--- src/rtl/rgb_led_pwm_driver.sv ---
// rtl/rgb_led_pwm_driver.sv - synchronised, debounced, PWM-dimmed RGB LED driver
//
// Ports:
//   clk           system clock
//   rst_n         asynchronous active-low reset
//   en            driver enable; low blanks LEDs and halts the PWM counter
//   r_in/g_in/b_in asynchronous colour requests from the comparator
//   duty          brightness, sampled only at a PWM period boundary
//   led_r/g/b     LED drives, active high
//   period_start  one-cycle pulse on the first cycle of each PWM period
module rgb_led_pwm_driver #(
    parameter int CNT_W         = 8,
    parameter int STABLE_CYCLES = 16
) (
    input  logic             clk,
    input  logic             rst_n,
    input  logic             en,
    input  logic             r_in,
    input  logic             g_in,
    input  logic             b_in,
    input  logic [CNT_W-1:0] duty,
    output logic             led_r,
    output logic             led_g,
    output logic             led_b,
    output logic             period_start
);

    localparam int RUN_W = $clog2(STABLE_CYCLES + 1);
    localparam logic [CNT_W-1:0] CNT_MAX = '1;
    localparam logic [RUN_W-1:0] RUN_TGT = RUN_W'(STABLE_CYCLES);

    // Colour vectors are ordered {r, g, b}.
    logic [2:0]       sync1;
    logic [2:0]       s;
    logic [2:0]       cand;
    logic [2:0]       applied;
    logic [2:0]       en_q;
    logic [RUN_W-1:0] run;
    logic [RUN_W-1:0] run_next;
    logic [CNT_W-1:0] pwm_cnt;
    logic [CNT_W-1:0] duty_q;
    logic             on_phase;

    // run is the length of the current streak of identical samples,
    // including the sample being taken this cycle. A new value loads the
    // candidate with a streak of one; the request is accepted on the edge
    // where the streak reaches STABLE_CYCLES, so a pulse of exactly
    // STABLE_CYCLES post-sync cycles is accepted and anything shorter is not.
    always_comb begin
        run_next = run;
        if (s != cand) begin
            run_next = RUN_W'(1);
        end else if (run < RUN_TGT) begin
            run_next = run + RUN_W'(1);
        end
    end

    // Synchroniser and stability filter; runs regardless of en.
    always_ff @(posedge clk or negedge rst_n) begin
        if (!rst_n) begin
            sync1   <= '0;
            s       <= '0;
            cand    <= '0;
            run     <= '0;
            applied <= '0;
        end else begin
            sync1 <= {r_in, g_in, b_in};
            s     <= sync1;
            cand  <= s;
            run   <= run_next;
            // Once saturated this re-writes the same value every cycle.
            if (run_next == RUN_TGT) begin
                applied <= s;
            end
        end
    end

    // PWM counter with period-boundary sampling of duty and colour mask.
    // Latching only at the boundary keeps every pulse whole: mid-period
    // changes wait for the next period.
    always_ff @(posedge clk or negedge rst_n) begin
        if (!rst_n) begin
            pwm_cnt      <= '0;
            duty_q       <= '0;
            en_q         <= '0;
            period_start <= 1'b0;
        end else begin
            period_start <= 1'b0;
            if (!en) begin
                pwm_cnt <= '0;
                en_q    <= '0;
            end else begin
                pwm_cnt <= pwm_cnt + CNT_W'(1);
                if (pwm_cnt == CNT_MAX) begin
                    duty_q       <= duty;
                    en_q         <= applied;
                    period_start <= 1'b1;
                end
            end
        end
    end

    // All-ones duty means fully on rather than (2^CNT_W-1)/2^CNT_W, so the
    // LED has no dark cycle at the wrap.
    assign on_phase = (duty_q == CNT_MAX) || (pwm_cnt < duty_q);

    // en is gated combinationally so dropping it blanks the LEDs at once.
    assign led_r = en & en_q[2] & on_phase;
    assign led_g = en & en_q[1] & on_phase;
    assign led_b = en & en_q[0] & on_phase;

endmodule

--- config.mk ---
export PLATFORM = sky130hd
export DESIGN_NAME = rgb_led_pwm_driver
export DESIGN_NICKNAME = d
export VERILOG_FILES = /design/src/rtl/rgb_led_pwm_driver.sv
export SDC_FILE = /design/constraint.sdc
export NUM_CORES = 1
export LEC_CHECK = 0
export CAP_MARGIN = 20
export CORE_ASPECT_RATIO = 1.25
export CORE_MARGIN = 2
export CORE_UTILIZATION = 55
export DETAILED_ROUTE_END_ITERATION = 8
export PLACE_DENSITY = 0.74
export SYNTH_ARGS = -nofsm -noshare
export SYNTH_HDL_FRONTEND = slang
export SYNTH_SLANG_ARGS = --single-unit
--- constraint.sdc ---
create_clock -name clk -period 1.9 [get_ports clk]
set_input_delay 0.285 -clock clk [delete_from_list [all_inputs] [get_ports clk]]
set_output_delay 0.285 -clock clk [all_outputs]
set_load 0.005 [all_outputs]
==> impl_metrics.ini, run 1 <==
[worst_setup_path]
cp.required_ns = 1.62
cp_max_fo = 3
arrival_ns = 1.86
startpoint_type = flop
r2r_slack_ns = 0.08
end_kind = output port
path_class = reg2out

[synthesis]
async_flop_share_pct = 100
netlist_top_cells_area = dfrtp_1 56%, ha_1 6.8%, mux2_2 5.4%
yosysMostFrequentCell = dfrtp_1
synthTopCellsByCount = 37 x dfrtp_1, 9 x ha_1, 9 x inv_1
ys_seq_area_share_pct = 55.6
synth_top_cell_by_area = dfrtp_1
synth_top_area_share_pct = 55.6
syn_area_mm2 = 0.00167
ys_types = 31
ys_seq_elements = 37
synth_flop_cell = dfrtp_1
yosys_warnings = 0
synth_edf_count = 0
postSynthAreaPerCell_um2 = 12.5
synth_cells = 133
synth_fp_nets = 156

[placement]
pre_cts_slack_ns = -0.377
gp_congestion = 0.781
hpwlAfterDp_mm = 2.17
portBuffers = 17
post_dp_cell_area_mm2 = 0.00199

[sta]
holdWs_ns = 0.335
rsz0062_at_grt = true
hold_viol = 0
worst_pin_slew_ns = 0.458
slew_headroom_pct = 69.5
setup_ws_ns = -0.247
fin_crit_sh_pct = 113
slew_viol_final = 0
fmax_mhz = 466
clock_skew_ns = 0.0156
setup_violations = 3
period_needed_ns = 2.15

[detailed_routing]
drc_errors = 0
ant_nets = 0
viasPerCell = 5.40
drt-total-wl_mm = 3.19
dr.pass1.iters = 4
wire_per_inst_um = 15.3
first_iter_violations = 20
num_vias = 1129

[die]
fp.dieH_um = 65.5
std_cell_rows = 22
start_util_pct = 57.1
ios = 18
dieArea_mm2 = 0.00349
die_w_um = 53.2
coreArea_mm2 = 0.00292

[global_routing]
grt_max_degree = 38
grt_usage_pct = 21.4
grt_pass1_wl_mm = 5.25
antenna_found_initial = 0
grt_pass1_vias = 1181
grt_overflow = 0

[cts]
numCtsBuffers = 5
clkLatencyLatePin_ns = 0.35
cts_root_buf = clkbuf_4
clkTransAtPathRegs_ns = 0.12
cts_sinks = 37
cts_max_level = 2
cts_tree = done
cts_buffer_depth = 2

[power]
p_seq_share_pct = 59.0
p_leak_nw = 1.01
ir_worst_vdd_v = 0.000517
power.density_mw_per_mm2 = 648
power.share.combinational_pct = 9.0
clockPowerShare_pct = 32.0
p_sw_mw = 0.333
p_int_mw = 1.06
power_mw = 1.39
swShare_pct = 24.0

[run_status]
outcome = finished with violations
violations = negative setup slack

[cells_and_area]
finalNetCount = 195
syn_to_final_growth_pct = 28.7
insertedDiodeCount = 0
final_area_mm2 = 0.00214
drive_gt1_share_pct = 28.9

[run]
max_cap_viol_count = 0

[min_path]
hold_path.class = in2async
-- routing by layer --
layer	global-route usage, %	vias to the layer above	share of wire [%]
met5	0	-	0
met4	11.2	0	2.9
met3	6.59	10	4.8
met2	33.2	32	51
met1	26.3	552	41
li1	-	535	-
-- cells in the final DEF (no fill, tap or decap), types with 5 or more instances in the layout --
cell type,n
xnor2_1,8
nand3_1,6
clkbuf_4,5
clkdlybuf4s50_1,14
dfrtp_1,37
mux2_2,8
buf_4,18
inv_1,8
nor2_1,5
ha_1,6
and2_1,7
-- sequential cells by signal, summed over array words and instances (netlist names) --
register,flops
applied,3
period_start,1
s,3
cand,3
duty_q,8
pwm_cnt,8
en_q,3
run,5
sync1,3
-- layout make-up --
| class | count | area, um^2 |
|---|---|---|
| flip-flops and latches | 37 | 926 |
| clock buffers | 6 | 51.3 |
| multi-input cells | 84 | 785 |
| clock inverters | 2 | 13.8 |
| repair buffers | 35 | 290 |
| inverters | 9 | 33.8 |
| fillers | 215 | 773 |
| well taps | 36 | 45.0 |
-- kinds of logic (layout without fill, tap and decap cells) --
kind of cell,after synthesis,count (layout),synth area share [%]
buf+inv,12,52,3.15
flops,37,37,55.6
xor+xnor,12,12,6.31
mux,15,15,9.84
compound gates,8,8,3.53
simple gates,40,40,14.9
fa+ha+maj,9,9,6.76
-- critical path, cell delays in order (launching register included) --
cell and delay [ns]:
dfrtp_1 0.40, inv_2 0.07, ha_4 0.20, a2111oi_4 0.39, o41ai_4 0.15, nor3b_1 0.18
buf_2 0.14
-- final timing paths --
check / start / depth (start not counted) / endpoint
hold reg to reg: sync1[1]$_DFF_PN0_ / 0 / s[1]$_DFF_PN0_
min in group clk: r_in / 1 / sync1[2]$_DFF_PN0_
max in group asynchronous: rst_n / 2 / duty_q[6]$_DFFE_PN0P_
setup / recovery: duty_q[1]$_DFFE_PN0P_ / 6 / led_r
setup reg to reg: pwm_cnt[1]$_DFF_PN0_ / 6 / duty_q[2]$_DFFE_PN0P_
hold / removal: rst_n / 2 / pwm_cnt[5]$_DFF_PN0_
-- power groups by stage --
stage / logic, mW / registers (mW) / clock network (mW)
2_1_floorplan: 0.0402 / 0.832 / 0
3_3_place_gp: 0.102 / 0.832 / 0
5_1_grt: 0.138 / 0.822 / 0.496
6_report: 0.125 / 0.819 / 0.445
4_1_cts: 0.118 / 0.818 / 0.466
3_5_place_dp: 0.107 / 0.833 / 0
-- what timing repair did --
| action | CTS | global route |
|---|---|---|
| gates resized for setup | 18 | 7 |
| hold buffers | 0 | 0 |
| pin swaps | 7 | 7 |
| setup endpoints to repair | 3 | 3 |
| endpoints found under the hold margin | 0 | 0 |
| setup buffers | 1 | 0 |
-- stage by stage --
step	util [%]	std cells	TNS, ns
6_report	73.5	209	-0.702
5_1_grt	73.5	209	-0.994
4_1_cts	72.0	209	-0.828
3_5_place_dp	68.2	200	-1.10
3_3_place_gp	68.2	200	-0.873
2_1_floorplan	-	133	0
Power figures use the tool's default switching activity.
==> inputs of run 2 (changes only) <==
clock period = 2.3 ns   (was 1.9 ns; I/O delays follow)
==> run 2 against run 1 <==
Compared with the run above:
- die area unchanged
- combinational power decreased by 17%
- global-route usage is 0.41 points lower
- largest power group unchanged
- via count fell by 2.0%
- the run now ends clean
- total power is 9.1% lower
- critical endpoint unchanged
==> impl_metrics.ini, run 2 (synthesized netlist as in run 1, its figures left out) <==
[cells_and_area]
final_common_cell = dfrtp_1
finalNetCount = 189
syn_to_final_growth_pct = 28.5
insertedDiodeCount = 0
final_area_mm2 = 0.00214
final_cell_mix = 36 x dfrtp_1, 14 x clkdlybuf4s50_1, 12 x buf_4
reg_top3 = duty_q: 8 flops, pwm_cnt: 8 flops, run: 5 flops
drive_gt1_share_pct = 27.5
post-route-util_pct = 73.4

[die]
die_w_um = 53.2
dieArea_mm2 = 0.00349
start_util_pct = 57.1
ios = 18
coreArea_mm2 = 0.00292
fp.dieH_um = 65.5
std_cell_rows = 22

[cts]
clkTransAtPathRegs_ns = 0.11
cts_tree = done
cts_max_level = 2
numCtsBuffers = 5
cts_root_buf = clkbuf_4
clkLatencyLatePin_ns = 0.36
cts_buffer_depth = 2
cts_sinks = 37

[sta]
hold_viol = 0
worst_pin_slew_ns = 0.452
setup_ws_ns = 0.0383
slew_viol_final = 0
holdWs_ns = 0.364
fin_crit_sh_pct = 98.3
setup_violations = 0
fmax_mhz = 442
clock_skew_ns = 0.0124
slew_headroom_pct = 69.9
period_needed_ns = 2.26

[placement]
portBuffers = 17
post_dp_cell_area_mm2 = 0.00194
gp_congestion = 0.786
pre_cts_slack_ns = -0.0584
hpwlAfterDp_mm = 2.09

[detailed_routing]
drt-total-wl_mm = 3.19
ant_nets = 0
dr.pass1.iters = 6
drc_errors = 0
num_vias = 1106
wire_per_inst_um = 15.7
first_iter_violations = 39
viasPerCell = 5.45

[global_routing]
antenna_found_initial = 0
grt_overflow = 0
grt_pass1_wl_mm = 5.11
grt_max_degree = 38
grt_pass1_vias = 1154
grt_usage_pct = 21.0

[worst_setup_path]
cp_max_fo = 3
arrival_ns = 1.92
cp.required_ns = 1.96
end_kind = output port
startpoint_type = flop
path_class = reg2out

[power]
power.density_mw_per_mm2 = 590
ir_worst_vdd_v = 0.000531
p_leak_nw = 0.978

[run_status]
outcome = complete, no violations

[run]
max_cap_viol_count = 0

[min_path]
hold_path.class = reg2reg
run 2: metal layers:
layer  share of wire (%)  global-route usage, %
met1                  41                   24.4
met2                  52                   33.2
met3                 4.0                   7.05
met4                 3.2                   11.9
met5                   0                      0
run 2: report_power, final:
group	total (mW)	switching, mW	internal (mW)
Combinational	0.104	0.0452	0.0583
Sequential	0.678	0.0124	0.666
Clock	0.481	0.223	0.258
Total	1.26	0.281	0.982
run 2: worst max-delay path: stages, from the launching register on:
cell     delay [ns]
dfrtp_2        0.46
ha_4           0.27
o21a_1         0.12
nor2_2         0.06
o41ai_4        0.43
nor3b_2        0.09
buf_2          0.14
run 2: layout make-up:
cell class | instances | area, um^2
multi-input cells | 84 | 801
flip-flops and latches | 37 | 927
repair buffers | 29 | 245
clock buffers | 6 | 51.3
fillers | 210 | 777
well taps | 36 | 45.0
clock inverters | 2 | 37.5
inverters | 9 | 33.8
run 2: final timing paths:
check | startpoint | slack [ns] | cells past startpoint | end
setup / recovery | pwm_cnt[3]$_DFF_PN0_ | 0.04 | 6 | led_r
hold reg to reg | sync1[2]$_DFF_PN0_ | 0.36 | 0 | s[2]$_DFF_PN0_
min in group asynchronous | rst_n | 0.40 | 2 | pwm_cnt[3]$_DFF_PN0_
setup reg to reg | pwm_cnt[1]$_DFF_PN0_ | 0.38 | 6 | duty_q[1]$_DFFE_PN0P_
max in group asynchronous | rst_n | 1.57 | 2 | pwm_cnt[3]$_DFF_PN0_
hold / removal | sync1[2]$_DFF_PN0_ | 0.36 | 0 | s[2]$_DFF_PN0_
run 2: per-stage QoR:
stage	setup TNS [ns]	instances	power (mW)
5_1_grt	-0.0843	203	1.31
3_5_place_dp	-0.116	193	0.775
4_1_cts	-0.00604	203	1.27
3_3_place_gp	-0.0885	193	0.770
2_1_floorplan	0	133	0.721
6_report	0	203	1.26
run 2: timing repair:
action,in CTS,in global routing
setup endpoints to repair,3,3
pin swaps,6,9
resized for setup,15,12
buffers inserted,2,0
hold buffers,0,0
